**src/rtl/plaintext_streamer.sv**
```systemverilog
// Streams the decrypted message out of the RAM once the cracking core terminates:
// one byte per ADDR -> WAIT -> PRESENT pass, then reports done/fail until terminated drops.
`timescale 1ns/1ps
module plaintext_streamer #(
  parameter int RAM_WIDTH          = 8,
  parameter int MESSAGE_LENGTH     = 32,
  parameter int MESSAGE_LOG_LENGTH = 5,
  parameter int KEY_WIDTH          = 24
) (
  input  logic                          clk,
  input  logic                          reset,
  input  logic                          terminated,
  input  logic                          succeeded,
  input  logic [KEY_WIDTH-1:0]          found_key,
  output logic [MESSAGE_LOG_LENGTH-1:0] aAddr,
  input  logic [RAM_WIDTH-1:0]          aOut,
  output logic [RAM_WIDTH-1:0]          dData,
  output logic                          dValid,
  input  logic                          dReady,
  output logic                          dLast,
  output logic [KEY_WIDTH-1:0]          key_out,
  output logic                          done,
  output logic                          fail
);

  typedef enum logic [2:0] {
    IDLE    = 3'd0,
    ADDR    = 3'd1,
    WAIT    = 3'd2,
    PRESENT = 3'd3,
    DONE    = 3'd4,
    FAIL    = 3'd5
  } state_t;

  localparam logic [MESSAGE_LOG_LENGTH-1:0] LAST_IDX = MESSAGE_LOG_LENGTH'(MESSAGE_LENGTH - 1);
  localparam logic [MESSAGE_LOG_LENGTH-1:0] ONE_IDX  = MESSAGE_LOG_LENGTH'(1);

  state_t                        state_q, state_d;
  logic [MESSAGE_LOG_LENGTH-1:0] cnt_q, cnt_d;
  logic                          term_q, term_d;
  logic [MESSAGE_LOG_LENGTH-1:0] addr_q, addr_d;
  logic [RAM_WIDTH-1:0]          data_q, data_d;
  logic                          valid_q, valid_d;
  logic                          last_q, last_d;
  logic [KEY_WIDTH-1:0]          key_q, key_d;
  logic                          done_q, done_d;
  logic                          fail_q, fail_d;

  // Next-state and next-output logic; every output is registered.
  always_comb begin
    state_d = state_q;
    cnt_d   = cnt_q;
    term_d  = terminated;
    addr_d  = addr_q;
    data_d  = data_q;
    valid_d = valid_q;
    last_d  = last_q;
    key_d   = key_q;
    done_d  = done_q;
    fail_d  = fail_q;
    case (state_q)
      IDLE: begin
        // Only a fresh rising edge of terminated starts a session.
        if (terminated && !term_q) begin
          key_d = found_key;
          if (succeeded) begin
            state_d = ADDR;
            cnt_d   = '0;
            addr_d  = '0;
          end else begin
            state_d = FAIL;
            done_d  = 1'b1;
            fail_d  = 1'b1;
          end
        end else begin
          state_d = IDLE;
        end
      end
      ADDR: begin
        state_d = WAIT;
      end
      WAIT: begin
        data_d  = aOut;
        valid_d = 1'b1;
        last_d  = (cnt_q == LAST_IDX);
        state_d = PRESENT;
      end
      PRESENT: begin
        if (dReady) begin
          valid_d = 1'b0;
          last_d  = 1'b0;
          if (cnt_q == LAST_IDX) begin
            state_d = DONE;
            done_d  = 1'b1;
            fail_d  = 1'b0;
          end else begin
            cnt_d   = cnt_q + ONE_IDX;
            addr_d  = cnt_q + ONE_IDX;
            state_d = ADDR;
          end
        end else begin
          state_d = PRESENT;
        end
      end
      DONE, FAIL: begin
        if (!terminated) begin
          state_d = IDLE;
          done_d  = 1'b0;
          fail_d  = 1'b0;
        end else begin
          state_d = state_q;
        end
      end
      default: begin
        state_d = IDLE;
        valid_d = 1'b0;
        last_d  = 1'b0;
        done_d  = 1'b0;
        fail_d  = 1'b0;
      end
    endcase
  end

  // State and output registers with synchronous reset.
  always_ff @(posedge clk) begin
    if (reset) begin
      state_q <= IDLE;
      cnt_q   <= '0;
      term_q  <= 1'b0;
      addr_q  <= '0;
      data_q  <= '0;
      valid_q <= 1'b0;
      last_q  <= 1'b0;
      key_q   <= '0;
      done_q  <= 1'b0;
      fail_q  <= 1'b0;
    end else begin
      state_q <= state_d;
      cnt_q   <= cnt_d;
      term_q  <= term_d;
      addr_q  <= addr_d;
      data_q  <= data_d;
      valid_q <= valid_d;
      last_q  <= last_d;
      key_q   <= key_d;
      done_q  <= done_d;
      fail_q  <= fail_d;
    end
  end

  assign aAddr   = addr_q;
  assign dData   = data_q;
  assign dValid  = valid_q;
  assign dLast   = last_q;
  assign key_out = key_q;
  assign done    = done_q;
  assign fail    = fail_q;

endmodule

```
**config.mk**
```make
export PLATFORM = sky130hd
export DESIGN_NAME = plaintext_streamer
export DESIGN_NICKNAME = d
export VERILOG_FILES = /design/src/rtl/plaintext_streamer.sv
export SDC_FILE = /design/constraint.sdc
export NUM_CORES = 1
export LEC_CHECK = 0
export ABC_AREA = 1
export BUFFER_PORTS_ARGS = -buffer_cell sky130_fd_sc_hd__buf_4
export CORE_MARGIN = 5
export CORE_UTILIZATION = 35
export CTS_CLUSTER_SIZE = 8
export DETAILED_ROUTE_END_ITERATION = 12
export PLACE_DENSITY = 0.69
export SLEW_MARGIN = 15
export SYNTH_ARGS = -nofsm -noshare
export SYNTH_HDL_FRONTEND = slang
export SYNTH_SLANG_ARGS = --single-unit
export TNS_END_PERCENT = 5
```
**constraint.sdc**
```tcl
create_clock -name clk -period 4.2 [get_ports clk]
set_input_delay 0.21 -clock clk [delete_from_list [all_inputs] [get_ports clk]]
set_output_delay 0.21 -clock clk [all_outputs]
set_load 0.02 [all_outputs]
```
---- Word level (Yosys, flattened, before mapping) ----
Index checks and enable logic that the tools add are counted.
storage, ports and cells
  output and inout port bits .............. 41
  word-level logic and storage cells ...... 59
  input bits .............................. 37
  register bits after elaboration ......... 45
operators by class
  eq/ne operators ......................... 13
  mux-type cells .......................... 23
  add/subtract/negate cells ............... 1
  bitwise operators ....................... 2
  reductions and logical operators ........ 11
operators with widths
  kind                 number
  $mux 5               4
  $mux 3               5
  $pmux 3 s5           1
  $ne 2x2->1 const B   7
  $pmux 5 s2           1
  $mux 1               8
  $pmux 1 s4           2
  $eq 3x2->1 const B   2
  $eq 3x3->1 const B   2
  $pmux 1 s3           2
  $reduce_and 6->1     1
  $add 5x1->5 const B  1
  $eq 5x5->1 const B   1
  $reduce_and 5->1     1
  $reduce_and 2->1     2
  $reduce_or 2->1      2
  $reduce_or 4->1      1
  $eq 3x1->1 const B   1
  $logic_not 3->1      1
  $not 1->1            2
  $reduce_bool 2->1    1
  $logic_and 1x1->1    1
  $logic_not 1->1      1

---- Longest topological paths before layout ----
Gate-level depths: netlist of the first run.
  depth after elaboration ................. 4
  depth in mapped cells ................... 11

---- Worst setup path after synthesis of the first run ----
No wires, ideal clock.
  kind .................................... reg-to-reg
  start point ............................. register aAddr[0] (netlist name)
  end point ............................... register addr_q[0], in the netlist aAddr[0]
  path slack .............................. 2.620 ns
  data required time ...................... 4.084 ns
  period minus slack after synthesis ...... 1.580 ns
  library setup time ...................... 0.116 ns
  data arrival time ....................... 1.465 ns
  stages on the path, launching flop included .. 12
  cells stage by stage .................... dfxtp_1 -> ha_1 -> nand2_1 -> nor2_1 -> ha_1 -> inv_1 -> nand2_1 -> nand2_2 -> nand3_4 -> inv_2 -> nor2_1 -> nor2_1
RTL lines
  what                  RTL line  text
  end signal, assigned  141       addr_q <= addr_d;
  end, declared         41        logic [MESSAGE_LOG_LENGTH-1:0] addr_q, addr_d;

---- Final worst setup path of the first run ----
  start point ............................. register state_q[0]
  end point ............................... register key_q[8], in the netlist key_out[8]
on the way
  cells in the longest elaborated chain, start to end .. 2
RTL lines
  what                        RTL line  text
  start, declared             38        state_t state_q, state_d;
  start signal, assigned      138       state_q <= state_d;
  $logic_not 3->1             61        case (state_q)
  $reduce_and 2->1 (no line)  n/a
  end signal, assigned        145       key_q <= key_d;
  end, declared               45        logic [KEY_WIDTH-1:0] key_q, key_d;
Every way passes these cells.
A chain may end at the register's enable or synchronous reset.

==> results.cfg, run 1 <==
[power]
p_per_area_nw_per_um2 = 440
vdd_drop_max_uv = 215
p_leak_nw = 1.22
total_power_mw = 1.12

[cells_and_area]
nFillCells = 520
utilization_pct = 49.7
area_growth_pct = 38.1
register_area_um2 = 901
final_nets = 363
multi_input_area_um2 = 802
antenna_cells = 0
drive_gt1_share_pct = 29.3

[sta]
relSlewSlack_pct = 37.3
clock_skew_ns = 0.00715
setup-violations-final = 0
fmax_mhz = 590
hold_viol = 0
worstMarginPinSlew_ns = 0.939
min_period_ns = 1.70
layout_setup_ws_ns = 2.50
min_period_over_period_pct = 40.4
hold_slack_ns = 0.123
slew_viol_final = 0
rsz0062_at_grt = no
finalSetupTns_ns = 0

[detailed_routing]
drt_drc_violations_left = 0
vias = 1777
via_per_inst = 4.51
wl_per_cell_um = 12.0
wirelength_mm = 4.72
drt_iter0_drc = 99
ant_nets = 0
dr.pass1.iters = 4

[floorplanning]
ios = 78
core_area_um2 = 5110
rows = 26
die_h_um = 82.5
start_util_pct = 36.0
die_x_um = 82.5
die-area_um2 = 6800

[status]
status = completed

[yosys]
ys_seq_elements = 45
seq_area_frac_synth_pct = 49.0
postSynthCellCount = 249
syn_nets = 289
synth_most_common_cell = nor2_1
mappedNetlistArea_um2 = 1840
synth_area_leaders = dfxtp_1 49%, nor2_1 18%, o21ai_0 9.8%
ys_types = 21
syn_avg_cell_area_um2 = 7.38
synthArstFlopShare_pct = 0
synth_top_area_share_pct = 49.0
yosys.area.top_type = dfxtp_1
synth_edf_count = 0
yosys_warnings = 0
ys_top_cells_by_count = 88 x nor2_1, 45 x dfxtp_1, 36 x o21ai_0
synth_flop_cell = dfxtp_1

[placement]
place_ws_ns = 2.48
gp_congestion = 0.861
io_buffers = 77
hpwl_mm = 3.46

[global_route]
grt_max_degree = 39
grt_pass1_vias = 1730
grt_usage_pct = 14.7
antenna_found_initial = 0
grt_overflow = 0
grt_pass1_wl_mm = 7.67

[critical_path]
setup.worst_path.end = key_out[8]
cp_max_fo = 25
worst-r2r-setup-slack_ns = 2.50
rr_worst_depth = 6
cp-startpoint = state_q[0]
cp-start-kind = flop
required_ns = 4.40
end_kind = flop
arrival_ns = 1.90
worstSetupPathType = reg -> reg
r2r-start = state_q[0]
r2r_end = key_out[8]

[cts]
numCtsBuffers = 5
post-cts-setup-buffers = 0
clkLatencyLatePin_ns = 0.30
clock-sinks = 45
clk_pin_slew_ns = 0.09
htree_levels = 2
cts_buffer_depth = 2
cts_tree = built
holdBufCountCts = 0
cts-resized-gates = 0
cts-root-buf = clkbuf_8

[job]
drv_cap = 0

[min_path]
min_path_type = in -> reg
final cells by class:
| class | instances | area share [%] |
|---|---|---|
| timing repair buffer | 77 | 22.8 |
| clock inverter | 3 | 0.986 |
| tap | 70 | 3.45 |
| sequential | 45 | 35.5 |
| inverter | 20 | 2.96 |
| multi-input combinational | 174 | 31.6 |
| clock buffer | 5 | 2.71 |
power by group:
group          internal, mW  switching [mW]  total (mW)
sequential            0.481          0.0362       0.517
clock                 0.120           0.159       0.279
combinational         0.131           0.189       0.320
worst min-delay path by stage:
stage	slack (ns)	depth (start not counted)	from	endpoint
after CTS	0.11	3	found_key[6]	key_out[6]
after floorplan	0.32	2	terminated	term_q
after detailed placement	0.44	3	found_key[3]	key_out[3]
after global placement	0.43	3	found_key[18]	key_out[18]
final	0.12	3	found_key[6]	key_out[6]
after global routing	0.12	2	reset	state_q[0]
layout by cell type (no fill, tap or decap), types with 2 or more instances in the layout:
cell | synthesis | routed
nor2_4 | 3 | 3
a21oi_1 | 5 | 5
buf_4 | 0 | 77
o21ai_1 | 2 | 2
clkbuf_8 | 0 | 5
dfxtp_1 | 45 | 45
nand2_2 | 3 | 3
nand2_1 | 24 | 24
o21ai_0 | 36 | 36
nand3_1 | 6 | 6
ha_1 | 3 | 3
inv_2 | 2 | 2
inv_1 | 17 | 17
nor2_1 | 88 | 88
registers in the layout, summed over array words and instances (netlist names):
| signal | count |
|---|---|
| dData | 8 |
| fail | 1 |
| dValid | 1 |
| dLast | 1 |
| state_q | 3 |
| done | 1 |
| aAddr | 5 |
| term_q | 1 |
| key_out | 24 |
critical path: stages (launching register included):
cell and delay, ns:
dfxtp_1 0.39, nor2_4 0.16, nand2_2 0.11, nor2_4 0.38, inv_2 0.30, nor2_1 0.18
nor2_1 0.06
per-stage QoR:
| stage | instance area, um2 | std cells |
|---|---|---|
| 6_report | 2540 | 394 |
| 4_1_cts | 2540 | 394 |
| 5_1_grt | 2540 | 394 |
| 2_1_floorplan | 1840 | 249 |
| 3_5_place_dp | 2440 | 386 |
| 3_3_place_gp | 2440 | 386 |
cells by family after synthesis:
group | synth area share (%)
adders and majority gates | 2.04
and+or+nand+nor | 28.7
buffers and inverters | 7.35
AOI/OAI and AO/OA | 12.9
DFF | 49.0
layer usage:
layer  vias up  routed length [um]  part of all wire, %  global-route usage [%]
met4         0                  46                 0.97                    3.99
met2        56                2150                   46                    23.7
met1       788                2090                   44                    17.8
li1        928                   -                    -                       -
met3         5                 430                  9.1                    6.51
met5         -                   0                    0                       0
(Power assumes the default switching activity.)
==> run 2: changes to the inputs <==
clock period = 1.7 ns   (was 4.2 ns; I/O delays follow)
==> results.cfg, run 2 (same netlist as run 1, synthesis figures left out) <==
[status]
status = completed

[placement]
place_inst = 391
hpwl_mm = 3.49
gp_congestion = 0.804
io_buffers = 77

[detailed_routing]
vias = 1811
via_per_inst = 4.49
drt_iter0_drc = 110
dr.pass1.iters = 4
drt_drc_violations_left = 0
ant_nets = 0
wirelength_mm = 4.80
wl_per_cell_um = 11.9

[cells_and_area]
layout_common_cells = 88 x nor2_1, 81 x buf_4, 43 x dfxtp_1, 35 x o21ai_0, 24 x nand2_1
largest_reg_flops = 24
nFillCells = 518
drive_gt1_share_pct = 30.6
stdcell_count = 403
final_nets = 372
area_growth_pct = 44.2
final_common_cell = nor2_1
antenna_cells = 0
utilization_pct = 51.9

[global_route]
grt_usage_pct = 14.9
use_met1_pct = 16.6
use_met2_pct = 25.6
grtUsageMet3_pct = 6.29
top_usage_layer = met2
antenna_found_initial = 0
grt_pass1_wl_mm = 7.89
grt_overflow = 0
grt_max_degree = 25
grt_pass1_vias = 1836

[sta]
hold_viol = 0
worstMarginPinSlew_ns = 0.288
finalSetupTns_ns = 0
clock_skew_ns = 0.00748
fmax_mhz = 649
slew_viol_final = 0
relSlewSlack_pct = 80.7
rsz0062_at_grt = no
min_period_over_period_pct = 90.6
setup-violations-final = 0
min_period_ns = 1.54

[cts]
cts_buffer_depth = 2
clock-sinks = 45
numCtsBuffers = 5
htree_levels = 2
cts-root-buf = clkbuf_8
post-cts-setup-buffers = 0
cts_tree = built
clkLatencyLatePin_ns = 0.29
clk_pin_slew_ns = 0.09

[critical_path]
worstSetupPathType = reg -> reg
arrival_ns = 1.73
required_ns = 1.89
cp_max_fo = 7
cp-start-kind = flop
end_kind = flop

[floorplanning]
core_area_um2 = 5110
rows = 26
die-area_um2 = 6800
start_util_pct = 36.0
ios = 78
die_h_um = 82.5
die_x_um = 82.5

[power]
p_leak_nw = 1.28
total_power_mw = 2.92
p_per_area_nw_per_um2 = 1100
vdd_drop_max_uv = 702

[min_path]
min_path_type = in -> reg

[job]
drv_cap = 0
## run 2: layout make-up
class | instances | area [um2] | share of cell area [%]
Inverter | 20 | 75.1 | 2.83
Tap cell | 70 | 87.6 | 3.30
Clock inverter | 3 | 46.3 | 1.75
Sequential cell | 45 | 903 | 34.1
Timing Repair Buffer | 86 | 668 | 25.2
Multi-Input combinational cell | 174 | 802 | 30.3
Clock buffer | 5 | 68.8 | 2.60
## run 2: what timing repair did
| action | CTS | global route |
|---|---|---|
| hold buffers | 4 | 0 |
| hold endpoints to repair | 4 | 0 |
| gates resized for setup | 0 | 3 |
| setup endpoints to repair | 0 | 6 |
## run 2: power breakdown
group,internal [mW],switching (mW),leakage (nW)
clock network,0.440,0.372,0.0543
logic,0.353,0.480,0.850
registers,1.19,0.0861,0.371
total,1.98,0.937,1.28
## run 2: final timing paths
| check | to | slack [ns] | cells past startpoint | from |
|---|---|---|---|---|
| setup / recovery | aAddr[0] | 0.16 | 10 | aAddr[0] |
| setup reg to reg | aAddr[0] | 0.16 | 10 | aAddr[0] |
| hold / removal | key_out[13] | 0.01 | 3 | found_key[13] |
| hold reg to reg | dData[1] | 0.49 | 2 | dData[1] |
## run 2: metal layers
metal | part of all wire (%) | routed length, um
met5 | 0 | 0
met4 | 0.88 | 42
met3 | 9.6 | 459
met2 | 46 | 2230
met1 | 43 | 2070
## run 2: critical path, stage by stage (launching register included)
cell     delay [ns]
dfxtp_2        0.35
ha_1           0.21
nand2_1        0.09
nor2_1         0.06
ha_1           0.19
inv_1          0.07
nand2_1        0.06
nand2_2        0.09
nand3_4        0.10
o21ai_0        0.18
nor2_1         0.05
## run 2: per-stage QoR
stage / worst slack [ns] / instance area, um2 / hold slack, ns
finish: 0.159 / 2650 / 0.0147
floorplan: 0.120 / 1840 / 0.192
CTS: 0.0940 / 2650 / 0.00418
detailed placement: 0.104 / 2490 / 0.313
global route: 0.00631 / 2650 / 0.00430
global placement: 0.166 / 2490 / 0.305
==> run 3: changes to the inputs <==
BUFFER_PORTS_ARGS = -buffer_cell sky130_fd_sc_hd__buf_2   (was -buffer_cell sky130_fd_sc_hd__buf_4)
SLEW_MARGIN = 40   (was 15)
==> results.cfg, run 3 (same netlist as run 1, synthesis figures left out) <==
[status]
status = completed

[floorplanning]
core_area_um2 = 5110
die-area_um2 = 6800
start_util_pct = 36.0
die_h_um = 82.5
ios = 78
rows = 26
die_x_um = 82.5

[sta]
min_period_over_period_pct = 90.7
rsz0062_at_grt = no
slew_viol_final = 0
relSlewSlack_pct = 68.0
worstMarginPinSlew_ns = 0.479
finalSetupTns_ns = 0
fmax_mhz = 648
hold_viol = 0
setup-violations-final = 0
min_period_ns = 1.54
clock_skew_ns = 0.00656

[power]
p_per_area_nw_per_um2 = 1130
vdd_drop_max_uv = 465
p_leak_nw = 1.27
total_power_mw = 2.86

[cts]
cts-root-buf = clkbuf_8
numCtsBuffers = 5
clkLatencyLatePin_ns = 0.30
clock-sinks = 45
htree_levels = 2
cts_tree = built
clk_pin_slew_ns = 0.09
cts_buffer_depth = 2

[cells_and_area]
stdcell_count = 409
multi_input_area_um2 = 802
utilization_pct = 49.6
antenna_cells = 0
largest_reg_flops = 24
drive_gt1_share_pct = 28.9
final_common_cell = nor2_1
register_area_um2 = 901
final_nets = 378
area_growth_pct = 37.8
nFillCells = 507
layout_common_cells = 88 x nor2_1, 77 x buf_2, 45 x dfxtp_1, 35 x o21ai_0, 24 x nand2_1

[min_path]
min_path_type = in -> reg

[placement]
io_buffers = 77
gp_congestion = 0.817
place_inst = 390
hpwl_mm = 3.25

[critical_path]
path_common_cell = ha_1
arrival_ns = 1.72
worstPathCellList = ha_1 > nand2_1 > nor2_1 > ha_1 > inv_1 > o21ai_0 > a41oi_2
slowest_delay_ns = 0.39
end_kind = flop
cp-start-kind = flop
cp_max_fo = 5
worst-r2r-setup-slack_ns = 0.16
required_ns = 1.88
worstSetupPathType = reg -> reg
cpMaxStageDelayCell = dfxtp_1

[job]
drv_cap = 0

[global_route]
grt_overflow = 0
grt_usage_pct = 14.4
grt_pass1_wl_mm = 7.53
grt_max_degree = 25
antenna_found_initial = 0
grt_pass1_vias = 1717

[detailed_routing]
via_per_inst = 4.44
dr.pass1.iters = 4
drt_drc_violations_left = 0
ant_nets = 0
wirelength_mm = 4.67
vias = 1818
wl_per_cell_um = 11.4
drt_iter0_drc = 84
==> run 3: worst paths after layout <==
kind / start / end / depth (start not counted)
setup / recovery: aAddr[0] / state_q[0] / 7
hold reg to reg: dData[5] / dData[5] / 2
hold / removal: found_key[1] / key_out[1] / 3
setup reg to reg: aAddr[0] / state_q[0] / 7
==> run 3: layout make-up <==
type / instances / area share, %
flip-flops and latches: 45 / 35.6
multi-input cells: 174 / 31.7
well taps: 70 / 3.46
repair buffers: 92 / 21.7
inverters: 20 / 2.96
clock inverters: 1 / 1.19
clock buffers: 7 / 3.41
==> run 3: where the power goes <==
part           internal, mW  switching (mW)  total [mW]
clock network         0.479           0.358       0.837
logic                 0.276           0.475       0.751
registers              1.19          0.0806        1.27
==> run 3: metal layers <==
layer	up-vias	share of wire, %	global-route usage (%)
met5	-	0	0
met2	61	45	23.6
met1	793	45	17.5
met3	5	8.8	5.42
met4	0	1.2	4.49
li1	959	-	-
==> run 3: stage by stage <==
stage                     setup slack [ns]  cell area (um2)  hold WS [ns]
final                                0.158             2530       0.00750
after global routing               0.00558             2530        0.0164
after CTS                            0.152             2530      0.000196
after detailed placement             0.153             2310         0.316
after global placement               0.178             2310         0.307
after floorplan                      0.120             1840         0.192
==> run 3: worst max-delay path: cells and delay by family (launching register included) <==
kind / cells / cell delay (ns)
AO/OA/AOI/OAI: 2 / 0.41
adder cells (fa/ha/maj): 2 / 0.36
buffers and inverters: 1 / 0.05
flip-flops: 1 / 0.39
AND/OR/NAND/NOR: 2 / 0.20
==> run 3: timing repair <==
item / CTS / global route
endpoints found under the setup margin: 0 / 1
setup buffers: 0 / 0
hold buffers: 11 / 0
hold endpoints to repair: 11 / 0
gates resized for setup: 0 / 1
